### src/rtl/fetch_sequencer_if.sv
// Program-memory fetch bus between the sequencer (master) and program memory (slave).
// Memory answers a request with prog_ready and the 16-bit word on prog_data.
interface fetch_sequencer_if #(
  parameter int PC_W = 12
);
  logic            prog_req;
  logic [PC_W-1:0] prog_addr;
  logic            prog_ready;
  logic [15:0]     prog_data;

  modport master (
    output prog_req,
    output prog_addr,
    input  prog_ready,
    input  prog_data
  );

  modport slave (
    input  prog_req,
    input  prog_addr,
    output prog_ready,
    output prog_data
  );
endinterface

### src/rtl/fetch_sequencer.sv
// Instruction sequencer: owns PC, IR and flags, fetches words over a ready/request bus,
// drives the decoder phase and adds run/step/halt control with a sticky fetch-timeout error.
module fetch_sequencer #(
  parameter int PC_W    = 12,
  parameter int TIMEOUT = 15
) (
  input  logic              clock,
  input  logic              reset,
  input  logic              run,
  input  logic              step,
  fetch_sequencer_if.master bus,
  input  logic              incPC,
  input  logic              loadPC,
  input  logic              loadFlags,
  input  logic              alu_c,
  input  logic              alu_z,
  output logic              phase,
  output logic [3:0]        instr,
  output logic [3:0]        oprnd,
  output logic              c_flag,
  output logic              z_flag,
  output logic [PC_W-1:0]   pc,
  output logic              exec_en,
  output logic              busy,
  output logic              bus_err
);

  typedef enum logic [1:0] {
    HALTED = 2'd0,
    FETCH  = 2'd1,
    EXEC   = 2'd2
  } stateT;

  stateT           stateR, nextStateS;
  logic [PC_W-1:0] pcR, pcS;
  logic [15:0]     irR, irS;
  logic [7:0]      waitR, waitS;
  logic            cR, cS, zR, zS;
  logic            errR, errS;
  logic            singleR, singleS;
  logic            phaseR, reqR, execR, busyR;

  // Next-state and next-register decode for HALTED / FETCH / EXEC.
  always_comb begin
    nextStateS = stateR;
    pcS        = pcR;
    irS        = irR;
    waitS      = waitR;
    cS         = cR;
    zS         = zR;
    errS       = errR;
    singleS    = singleR;
    case (stateR)
      HALTED: begin
        if (errR) begin
          nextStateS = HALTED;
        end else if (run) begin
          nextStateS = FETCH;
          singleS    = 1'b0;
        end else if (step) begin
          nextStateS = FETCH;
          singleS    = 1'b1;
        end else begin
          nextStateS = HALTED;
        end
      end
      FETCH: begin
        // Ready on the last window cycle is still accepted; the timeout only fires without it.
        if (bus.prog_ready) begin
          irS        = bus.prog_data;
          waitS      = 8'd0;
          nextStateS = EXEC;
        end else if (waitR == 8'(TIMEOUT)) begin
          errS       = 1'b1;
          waitS      = 8'd0;
          nextStateS = HALTED;
        end else begin
          waitS      = waitR + 8'd1;
        end
      end
      EXEC: begin
        if (loadPC) begin
          pcS = PC_W'(irR[11:0]);
        end else if (incPC) begin
          pcS = pcR + PC_W'(1);
        end else begin
          pcS = pcR;
        end
        if (loadFlags) begin
          cS = alu_c;
          zS = alu_z;
        end else begin
          cS = cR;
          zS = zR;
        end
        if (run && !singleR) begin
          nextStateS = FETCH;
        end else begin
          nextStateS = HALTED;
        end
      end
      default: begin
        nextStateS = HALTED;
      end
    endcase
  end

  // Control state register.
  always_ff @(posedge clock) begin
    if (reset) begin
      stateR <= HALTED;
    end else begin
      stateR <= nextStateS;
    end
  end

  // Datapath registers; status outputs are registered from the next state so they align with it.
  always_ff @(posedge clock) begin
    if (reset) begin
      pcR     <= '0;
      irR     <= 16'd0;
      waitR   <= 8'd0;
      cR      <= 1'b0;
      zR      <= 1'b0;
      errR    <= 1'b0;
      singleR <= 1'b0;
      phaseR  <= 1'b0;
      reqR    <= 1'b0;
      execR   <= 1'b0;
      busyR   <= 1'b0;
    end else begin
      pcR     <= pcS;
      irR     <= irS;
      waitR   <= waitS;
      cR      <= cS;
      zR      <= zS;
      errR    <= errS;
      singleR <= singleS;
      phaseR  <= (nextStateS == EXEC);
      reqR    <= (nextStateS == FETCH);
      execR   <= (nextStateS == EXEC);
      busyR   <= (nextStateS != HALTED);
    end
  end

  assign bus.prog_req  = reqR;
  assign bus.prog_addr = pcR;
  assign pc            = pcR;
  assign instr         = irR[15:12];
  assign oprnd         = irR[11:8];
  assign c_flag        = cR;
  assign z_flag        = zR;
  assign phase         = phaseR;
  assign exec_en       = execR;
  assign busy          = busyR;
  assign bus_err       = errR;

endmodule

### src/flat_wrapper.sv
// flat-port wrapper written by rule: the top's interface ports become plain ports
module fetch_sequencer_flat 
#(
  parameter int PC_W    = 12,
  parameter int TIMEOUT = 15
)
  (clock, reset, run, step, incPC, loadPC, loadFlags, alu_c, alu_z, phase, instr, oprnd, c_flag, z_flag, pc, exec_en, busy, bus_err, bus_prog_req, bus_prog_addr, bus_prog_ready, bus_prog_data);
  fetch_sequencer_if #(.PC_W(PC_W)) bus_i ();
  input  logic clock;
  input  logic reset;
  input  logic run;
  input  logic step;
  input  logic incPC;
  input  logic loadPC;
  input  logic loadFlags;
  input  logic alu_c;
  input  logic alu_z;
  output logic phase;
  output logic [3:0] instr;
  output logic [3:0] oprnd;
  output logic c_flag;
  output logic z_flag;
  output logic [PC_W-1:0] pc;
  output logic exec_en;
  output logic busy;
  output logic bus_err;
  output wire logic [$bits(bus_i.prog_req)-1:0] bus_prog_req;
  output wire logic [$bits(bus_i.prog_addr)-1:0] bus_prog_addr;
  input wire logic [$bits(bus_i.prog_ready)-1:0] bus_prog_ready;
  input wire logic [$bits(bus_i.prog_data)-1:0] bus_prog_data;
  assign bus_prog_req = bus_i.prog_req;
  assign bus_prog_addr = bus_i.prog_addr;
  assign bus_i.prog_ready = bus_prog_ready;
  assign bus_i.prog_data = bus_prog_data;
  fetch_sequencer #(.PC_W(PC_W), .TIMEOUT(TIMEOUT)) u_core (.clock(clock), .reset(reset), .run(run), .step(step), .bus(bus_i), .incPC(incPC), .loadPC(loadPC), .loadFlags(loadFlags), .alu_c(alu_c), .alu_z(alu_z), .phase(phase), .instr(instr), .oprnd(oprnd), .c_flag(c_flag), .z_flag(z_flag), .pc(pc), .exec_en(exec_en), .busy(busy), .bus_err(bus_err));
endmodule
### config.mk
export PLATFORM = sky130hd
export DESIGN_NAME = fetch_sequencer_flat
export DESIGN_NICKNAME = d
export VERILOG_FILES = /design/src/rtl/fetch_sequencer_if.sv /design/src/rtl/fetch_sequencer.sv /design/src/flat_wrapper.sv
export SDC_FILE = /design/constraint.sdc
export NUM_CORES = 1
export LEC_CHECK = 0
export BUFFER_PORTS_ARGS = -buffer_cell sky130_fd_sc_hd__buf_2
export CORE_MARGIN = 4
export CORE_UTILIZATION = 46
export CTS_CLUSTER_SIZE = 24
export DETAILED_ROUTE_END_ITERATION = 7
export PLACE_DENSITY = 0.81
export SKIP_CTS_REPAIR_TIMING = 1
export SLEW_MARGIN = 20
export SYNTH_ARGS = -nofsm -noshare
export SYNTH_HDL_FRONTEND = slang
export SYNTH_SLANG_ARGS = --single-unit
### constraint.sdc
create_clock -name clock -period 1.5 [get_ports clock]
set_clock_uncertainty 0.05 [all_clocks]
set_input_delay 0.15 -clock clock [delete_from_list [all_inputs] [get_ports clock]]
set_output_delay 0.15 -clock clock [all_outputs]
set_load 0.01 [all_outputs]
Word level (Yosys, flattened, before mapping)
Index checks and enable logic that the tools add are counted.
Cells by class
  $add $sub $neg: 2
  eq/ne operators: 5
  muxes and demuxes: 13
  bitwise logic cells: 2
  reduce and logical (&&, ||, !) cells: 11
Operators by type and width (number)
  2-to-1 mux 12 bit: 2
  2-to-1 mux 8 bit: 2
  adder 12 x 1 -> 12 bit (second input constant): 1
  adder 8 x 1 -> 8 bit (second input constant): 1
  equality test 8 x 4 -> 1 bit (second input constant): 1
  2-to-1 mux 2 bit: 4
  one-hot mux 2 bit (3 select lines): 1
  AND reduction 2 bit: 3
  AND reduction 3 bit: 2
  nonzero test 2 bit: 3
  equality test 2 x 1 -> 1 bit (second input constant): 2
  equality test 2 bit (second input constant): 2
  2-to-1 mux 1 bit: 4
  zero test 2 bit: 1
  NOT 1 bit: 2
  logical AND 1 bit: 1
  zero test 1 bit: 1
Storage, ports and cells
  flip-flop bits (word level): 45
  input bits: 26
  word-level logic and storage cells: 44

Logic depth before layout (Yosys ltp)
Gate-level depths: netlist of run 1.
  depth in word-level cells: 5
  mapped depth: 6
  gate-level depth less buffers: 5

Worst setup path after synthesis of run 1
No wires, ideal clock.
  kind: register to register
  start point: reg u_core.waitR[0]
  end point: reg u_core.waitR[5]
  arrival: 1.543 ns
  data required time: 1.376 ns
  path slack: -0.167 ns
  stages on the path, launching flop included: 7
  buffers on the path: 1
  clock period less this slack: 1.667 ns
  path through: dfxtp_1 -> ha_1 -> and3_4 -> buf_6 -> a211oi_4 -> or3b_1 -> a31oi_1
On the way
  longest elaborated chain between the ends: 3
  elaborated cells between the ends (all ways): 4
  those cells by class: add/sub (1); eq/ne (1); mux (2)
Ends and longest elaborated chain
  from (decl): line fetch_sequencer.sv:37  | logic [7:0] waitR, waitS;
  from (signal assigned): line fetch_sequencer.sv:134  | waitR <= waitS;
  adder 8 x 1 -> 8 bit or equality test 8 x 4 -> 1 bit (tied branches): line fetch_sequencer.sv:78, fetch_sequencer.sv:73
  2-to-1 mux 8 bit (*): line fetch_sequencer.sv:73  | end else if (waitR == 8'(TIMEOUT)) begin
  2-to-1 mux 8 bit (*): line fetch_sequencer.sv:69  | if (bus.prog_ready) begin
Every way passes the cells marked *; elsewhere a longest branch is shown, timed or not.
A chain may end at the register's enable or synchronous reset.

Worst setup path after layout of run 1
Same ends and word-level chain as after synthesis.

==> flow_summary_export.csv, run 1 <==
group,metric,value,unit
floorplanning,placementRows,24,
timing,setup-tns-final,-0.0203,ns
global_route,grt_pass1_wl,8950,um
yosys,syn-cell-area,0.00215,sq mm
cells_and_area,nNetsFinal,337,
hold_path,worstHoldStart,"bus_prog_data[8]",
yosys,yosysWarnings,0,
yosys,ys_async_sr_fraction,0,
timing,hold_viol,0,
floorplanning,io_pins,65,
timing,fmax,0.658,GHz
clocking,clkTransAtPathRegs,0.08,ns
floorplanning,dieArea,0.00584,sq mm
drt,final_antenna_net_count,0,
floorplanning,die_x,76.4,um
worst_setup_path,end_kind,"register",
yosys,ys_seq_area_frac,0.418,
timing,min_period,1.52,ns
drt,drtIter0Drc,232,
timing,worstMarginPinSlew,0.312,ns
worst_setup_path,r2r_setup_slack,-0.02,ns
timing,drv_slew,0,
cells_and_area,drive_above_1_share,0.374,
hold_path,hp-class,"in2reg",
drt,via_per_inst,5.71,
cells_and_area,post-route-util,0.605,
drt,wl,5490,um
worst_setup_path,worstReg2RegStart,"u_core.waitR[0]",
yosys,synth.distinct_cells,49,
yosys,synth_seq_cells,45,
run_status,failed_checks,"negative setup slack",
worst_setup_path,start_kind,"register",
power,irDropWorstVdd,0.000639,V
worst_setup_path,crit_arrival,1.70,ns
global_route,grt_max_degree,22,
power,powerDensity,945,mW/mm^2
yosys,syn_avg_cell_area,8.68,sq um
job,cap_violations,0,
global_route,grt-ovfl-total,0,
timing,setup_viol,1,
global_route,antenna_found_initial,0,
cells_and_area,fillerInstances,381,
drt,remaining_drc_errors,0,
clocking,clockBufferDepth,2,
cells_and_area,num_antenna_cells,0,
yosys,synth_fp_nets,276,
global_route,grt_usage,0.182,
worst_setup_path,path_max_fanout,5,
yosys,postSynthCellCount,248,
timing,rsz0062_at_grt,"yes",
floorplanning,die_y,76.4,um
run_status,status,"complete, but fails checks",
drt,dr.pass1.iters,4,
power,power.total,2540,uW
cells_and_area,synthToLayoutAreaGrowth,24.9,%
clocking,numCtsBuffers,5,
clocking,cts.htree.levels,2,
yosys,synth_enable_flop_cells,0,
drt,avgRoutedWirePerCell,15.2,um
place,dp_hpwl,3960,um
timing,period_share,1.01,
cells_and_area,final_common_cell,"buf_2",
yosys,synth_ff_type,"dfxtp_1",
global_route,grt_pass1_vias,1954,
floorplanning,core-area,0.00444,sq mm
place,finalWeightedCongestion,0.862,
drt,via_count,2066,
floorplanning,start_util,0.485,
worst_setup_path,worstPathRequired,1.68,ns
place,io_buffers,64,
clocking,clk_latency,0.30,ns
timing,setup_slack,-0.0203,ns
place,preCtsSetupSlack,-0.0375,ns
power,cellLeakagePower,0.00117,uW
clocking,cts_sinks,45,
worst_setup_path,crit_start,"u_core.waitR[0]",
timing,relSlewSlack,0.792,
worst_setup_path,path_class,"reg2reg",
clocking,cts_tree,"yes",
clocking,cts-root-buf,"clkbuf_8",
cells_and_area,final_cell_mix,"64 x buf_2, 40 x dfxtp_1, 26 x nand2_1",
[worst paths after layout]
| kind | to | cells past startpoint |
|---|---|---|
| worst min-delay path | u_core.irR[8] | 2 |
| worst max-delay path | u_core.waitR[5] | 5 |
| worst max register to register | u_core.waitR[5] | 5 |
| worst min register to register | u_core.z_flag | 2 |
[critical path: stages (launching register included)]
cell and delay [ns]:
dfxtp_2 0.34, ha_4 0.16, and3_4 0.20, a211oi_4 0.20
or3b_1 0.37, a31oi_1 0.14
[cells in the mapped netlist (2+ instances only)]
master	count	area, sq um
o32ai_1	2	17.5
nor3_1	5	25.0
dfxtp_1	45	901
nand4_1	3	18.8
nand3_1	15	75.1
o21a_1	2	15.0
a22o_1	16	140
a211oi_1	4	30.0
inv_1	3	11.3
a31oi_1	7	43.8
a21o_1	2	15.0
o21ai_0	9	45.0
and3_1	4	25.0
nand2b_1	2	12.5
buf_1	2	7.51
mux2i_1	3	30.0
nor2b_1	2	12.5
o31ai_1	5	37.5
nand2_1	26	97.6
buf_4	21	158
nor2_1	17	63.8
a21oi_1	16	80.1
buf_2	7	35.0
clkbuf_1	4	15.0
ha_1	2	25.0
[layer usage]
layer / vias to the layer above / track usage / part of all wire
li1: 1012 / - / -
met2: 94 / 0.304 / 0.47
met5: - / 0 / 0
met1: 952 / 0.234 / 0.44
met4: 0 / 0.0598 / 0.013
met3: 8 / 0.0378 / 0.077
[report_power, final]
part / internal, uW / switching (uW)
registers: 1240 / 37.5
clock network: 541 / 414
logic: 140 / 165
total: 1920 / 617
[per-stage QoR]
stage	hold slack [ns]	instances	instance area, sq um
floorplan	0.197	248	2160
global placement	0.310	352	2500
detailed placement	0.311	352	2500
CTS	0.00385	360	2620
global route	0.00373	362	2690
finish	0.00806	362	2690
[state kept, by name (all words and copies together), names as in the netlist]
signal / cells
u_core.waitR: 8
u_core.c_flag: 1
u_core.bus.prog_addr: 12
u_core.busy: 1
u_core.irR: 16
u_core.stateR: 2
u_core.bus.prog_req: 1
u_core.singleR: 1
u_core.phase: 1
u_core.bus_err: 1
u_core.z_flag: 1
[logic make-up (layout without fill, tap and decap cells)]
group / Yosys count / count (layout) / synth area share
and+or+nand+nor: 86 / 86 / 0.201
AOI/OAI and AO/OA: 73 / 73 / 0.241
DFF: 45 / 45 / 0.418
buffers and inverters: 38 / 100 / 0.110
muxes: 3 / 3 / 0.0139
adders and majority gates: 2 / 2 / 0.0116
xor gates and xnor gates: 1 / 1 / 0.00407
[layout make-up]
| class | count | area, sq um | share of cell area |
|---|---|---|---|
| flip-flops and latches | 45 | 907 | 0.337 |
| clock inverters | 2 | 37.5 | 0.0140 |
| well taps | 52 | 65.1 | 0.0242 |
| multi-input cells | 165 | 1060 | 0.396 |
| repair buffers | 89 | 520 | 0.194 |
| clock buffers | 6 | 82.6 | 0.0307 |
| inverters | 3 | 11.3 | 0.00419 |
(Power assumes the default switching activity.)
==> inputs of run 2 (changes only) <==
- PLACE_DENSITY: 0.81 -> 0.75
- REMOVE_ABC_BUFFERS: unset -> 1
==> run 2 against run 1 <==
The flow still finishes with violations (negative setup slack). Register-to-register slack lost 0.06 ns. Sequential share of layout area shrank 0.22 points. First-iteration DRC count shrank 34%. Maximum frequency shrank 3.7%. Wire length shrank 8.2%. Cell count grew 2.2%. Clock power shrank 25%. Via count shrank 2.8%. Sequential cell count is the same. Total power shrank 8.5%. Critical endpoint unchanged. Largest cell class unchanged.
==> flow_summary_export.csv, run 2 (same netlist as run 1, synthesis figures left out) <==
group,metric,value,unit
drt,wl,5040,um
global_route,grt_pass1_wl,8350,um
drt,final_antenna_net_count,0,
timing,setup_viol,1,
timing,worstMarginPinSlew,0.327,ns
timing,hold_viol,0,
worst_setup_path,worstReg2RegStart,"u_core.waitR[1]",
worst_setup_path,worstPathRequired,1.68,ns
floorplanning,die_x,76.4,um
drt,drtIter0Drc,152,
run_status,failed_checks,"negative setup slack",
cells_and_area,final_common_cell,"buf_2",
hold_path,worstHoldStart,"bus_prog_data[7]",
drt,remaining_drc_errors,0,
worst_setup_path,crit_arrival,1.76,ns
drt,avgRoutedWirePerCell,13.6,um
timing,drv_slew,0,
worst_setup_path,reg2regPathDepth,5,
timing,setup_slack,-0.0789,ns
job,cap_violations,0,
cells_and_area,synthToLayoutAreaGrowth,25.5,%
global_route,grt-ovfl-total,0,
clocking,cts-root-buf,"clkbuf_8",
power,powerDensity,860,mW/mm^2
cells_and_area,num_antenna_cells,0,
cells_and_area,drive_above_1_share,0.365,
place,placed_cell_area,0.00256,sq mm
drt,dr.pass1.iters,4,
timing,fmax,0.633,GHz
clocking,cts_tree,"yes",
timing,relSlewSlack,0.782,
worst_setup_path,cp_cell_sequence,"ha_4 > and3_4 > a211oi_4 > or3b_1 > a31oi_1",
clocking,clockBufferDepth,2,
clocking,clkTransAtPathRegs,0.08,ns
place,finalWeightedCongestion,0.896,
floorplanning,die_y,76.4,um
power,cellLeakagePower,0.00119,uW
floorplanning,placementRows,24,
place,io_buffers,64,
worst_setup_path,path_max_fanout,5,
timing,min_period,1.58,ns
global_route,grt_max_degree,18,
cells_and_area,largest_register_ffs,16,
place,dp_hpwl,3680,um
worst_setup_path,path_class,"reg2reg",
cells_and_area,top_register,"u_core.irR",
clocking,clk_latency,0.30,ns
clocking,cts_sinks,45,
cells_and_area,final_cell_mix,"64 x buf_2, 41 x dfxtp_1, 30 x buf_4",
worst_setup_path,end_kind,"register",
worst_setup_path,slowest_delay,0.37,ns
worst_setup_path,start_kind,"register",
floorplanning,io_pins,65,
hold_path,hp-class,"in2reg",
cells_and_area,fin_area,0.00270,sq mm
timing,setup-tns-final,-0.0789,ns
floorplanning,core-area,0.00444,sq mm
cells_and_area,nNetsFinal,345,
clocking,numCtsBuffers,5,
global_route,grt_pass1_vias,1815,
worst_setup_path,crit_start,"u_core.waitR[1]",
floorplanning,start_util,0.485,
timing,rsz0062_at_grt,"yes",
global_route,grt_usage,0.173,
run_status,status,"complete, but fails checks",
worst_setup_path,crit_end,"u_core.waitR[5]",
timing,period_share,1.05,
global_route,antenna_found_initial,0,
drt,via_per_inst,5.43,
worst_setup_path,r2r_setup_slack,-0.08,ns
clocking,cts.htree.levels,2,
floorplanning,dieArea,0.00584,sq mm
power,irDropWorstVdd,0.000518,V
worst_setup_path,cp_slowest_cell,"or3b_1",
worst_setup_path,r2r-end,"u_core.waitR[5]",
drt,via_count,2008,
## run 2: how the worst min path moves through the flow
stage / end / slack (ns) / cells past startpoint
after global placement: u_core.irR[15] / 0.31 / 2
after CTS: u_core.irR[1] / -0.002 / 2
after floorplan: u_core.bus.prog_addr[2] / 0.17 / 1
after detailed placement: u_core.irR[1] / 0.31 / 2
final: u_core.irR[7] / 0.002 / 2
after global routing: u_core.irR[7] / 0.002 / 2
## run 2: report_power, final
part	internal [uW]	switching, uW
Clock	331	388
Combinational	160	174
Sequential	1240	29.1
Total	1730	591
## run 2: through the flow
stage | power [uW] | hold WS (ns) | setup WS, ns | utilization | std cells
3_3_place_gp | 1620 | 0.309 | 0.0171 | 0.577 | 359
4_1_cts | 2340 | -0.00239 | -0.0814 | 0.595 | 367
6_report | 2330 | 0.00229 | -0.0789 | 0.608 | 370
5_1_grt | 2420 | 0.00189 | -0.188 | 0.608 | 370
3_5_place_dp | 1620 | 0.311 | -0.0671 | 0.577 | 359
2_1_floorplan | 1430 | 0.169 | -0.116 | - | 213
## run 2: worst max-delay path, delay by kind of cell (launching register included)
| family | cells | cell delay, ns |
|---|---|---|
| compound gates | 2 | 0.40 |
| fa+ha+maj | 1 | 0.16 |
| simple gates | 2 | 0.57 |
| flops | 1 | 0.34 |
## run 2: area by class of cell
class                      count  area, sq um
fill                         406         1740
timing repair buffer          97          596
sequential                    45          906
clock buffer                   8         80.1
multi-input combinational    165         1040
inverter                       3         11.3
tap                           52         65.1
## run 2: layer usage
metal,routed length (um),global-route usage,up-vias
met3,294,0.0437,7
met5,0,0,-
met2,2300,0.271,66
met1,2360,0.226,913
met4,80,0.0707,0
li1,-,-,1022
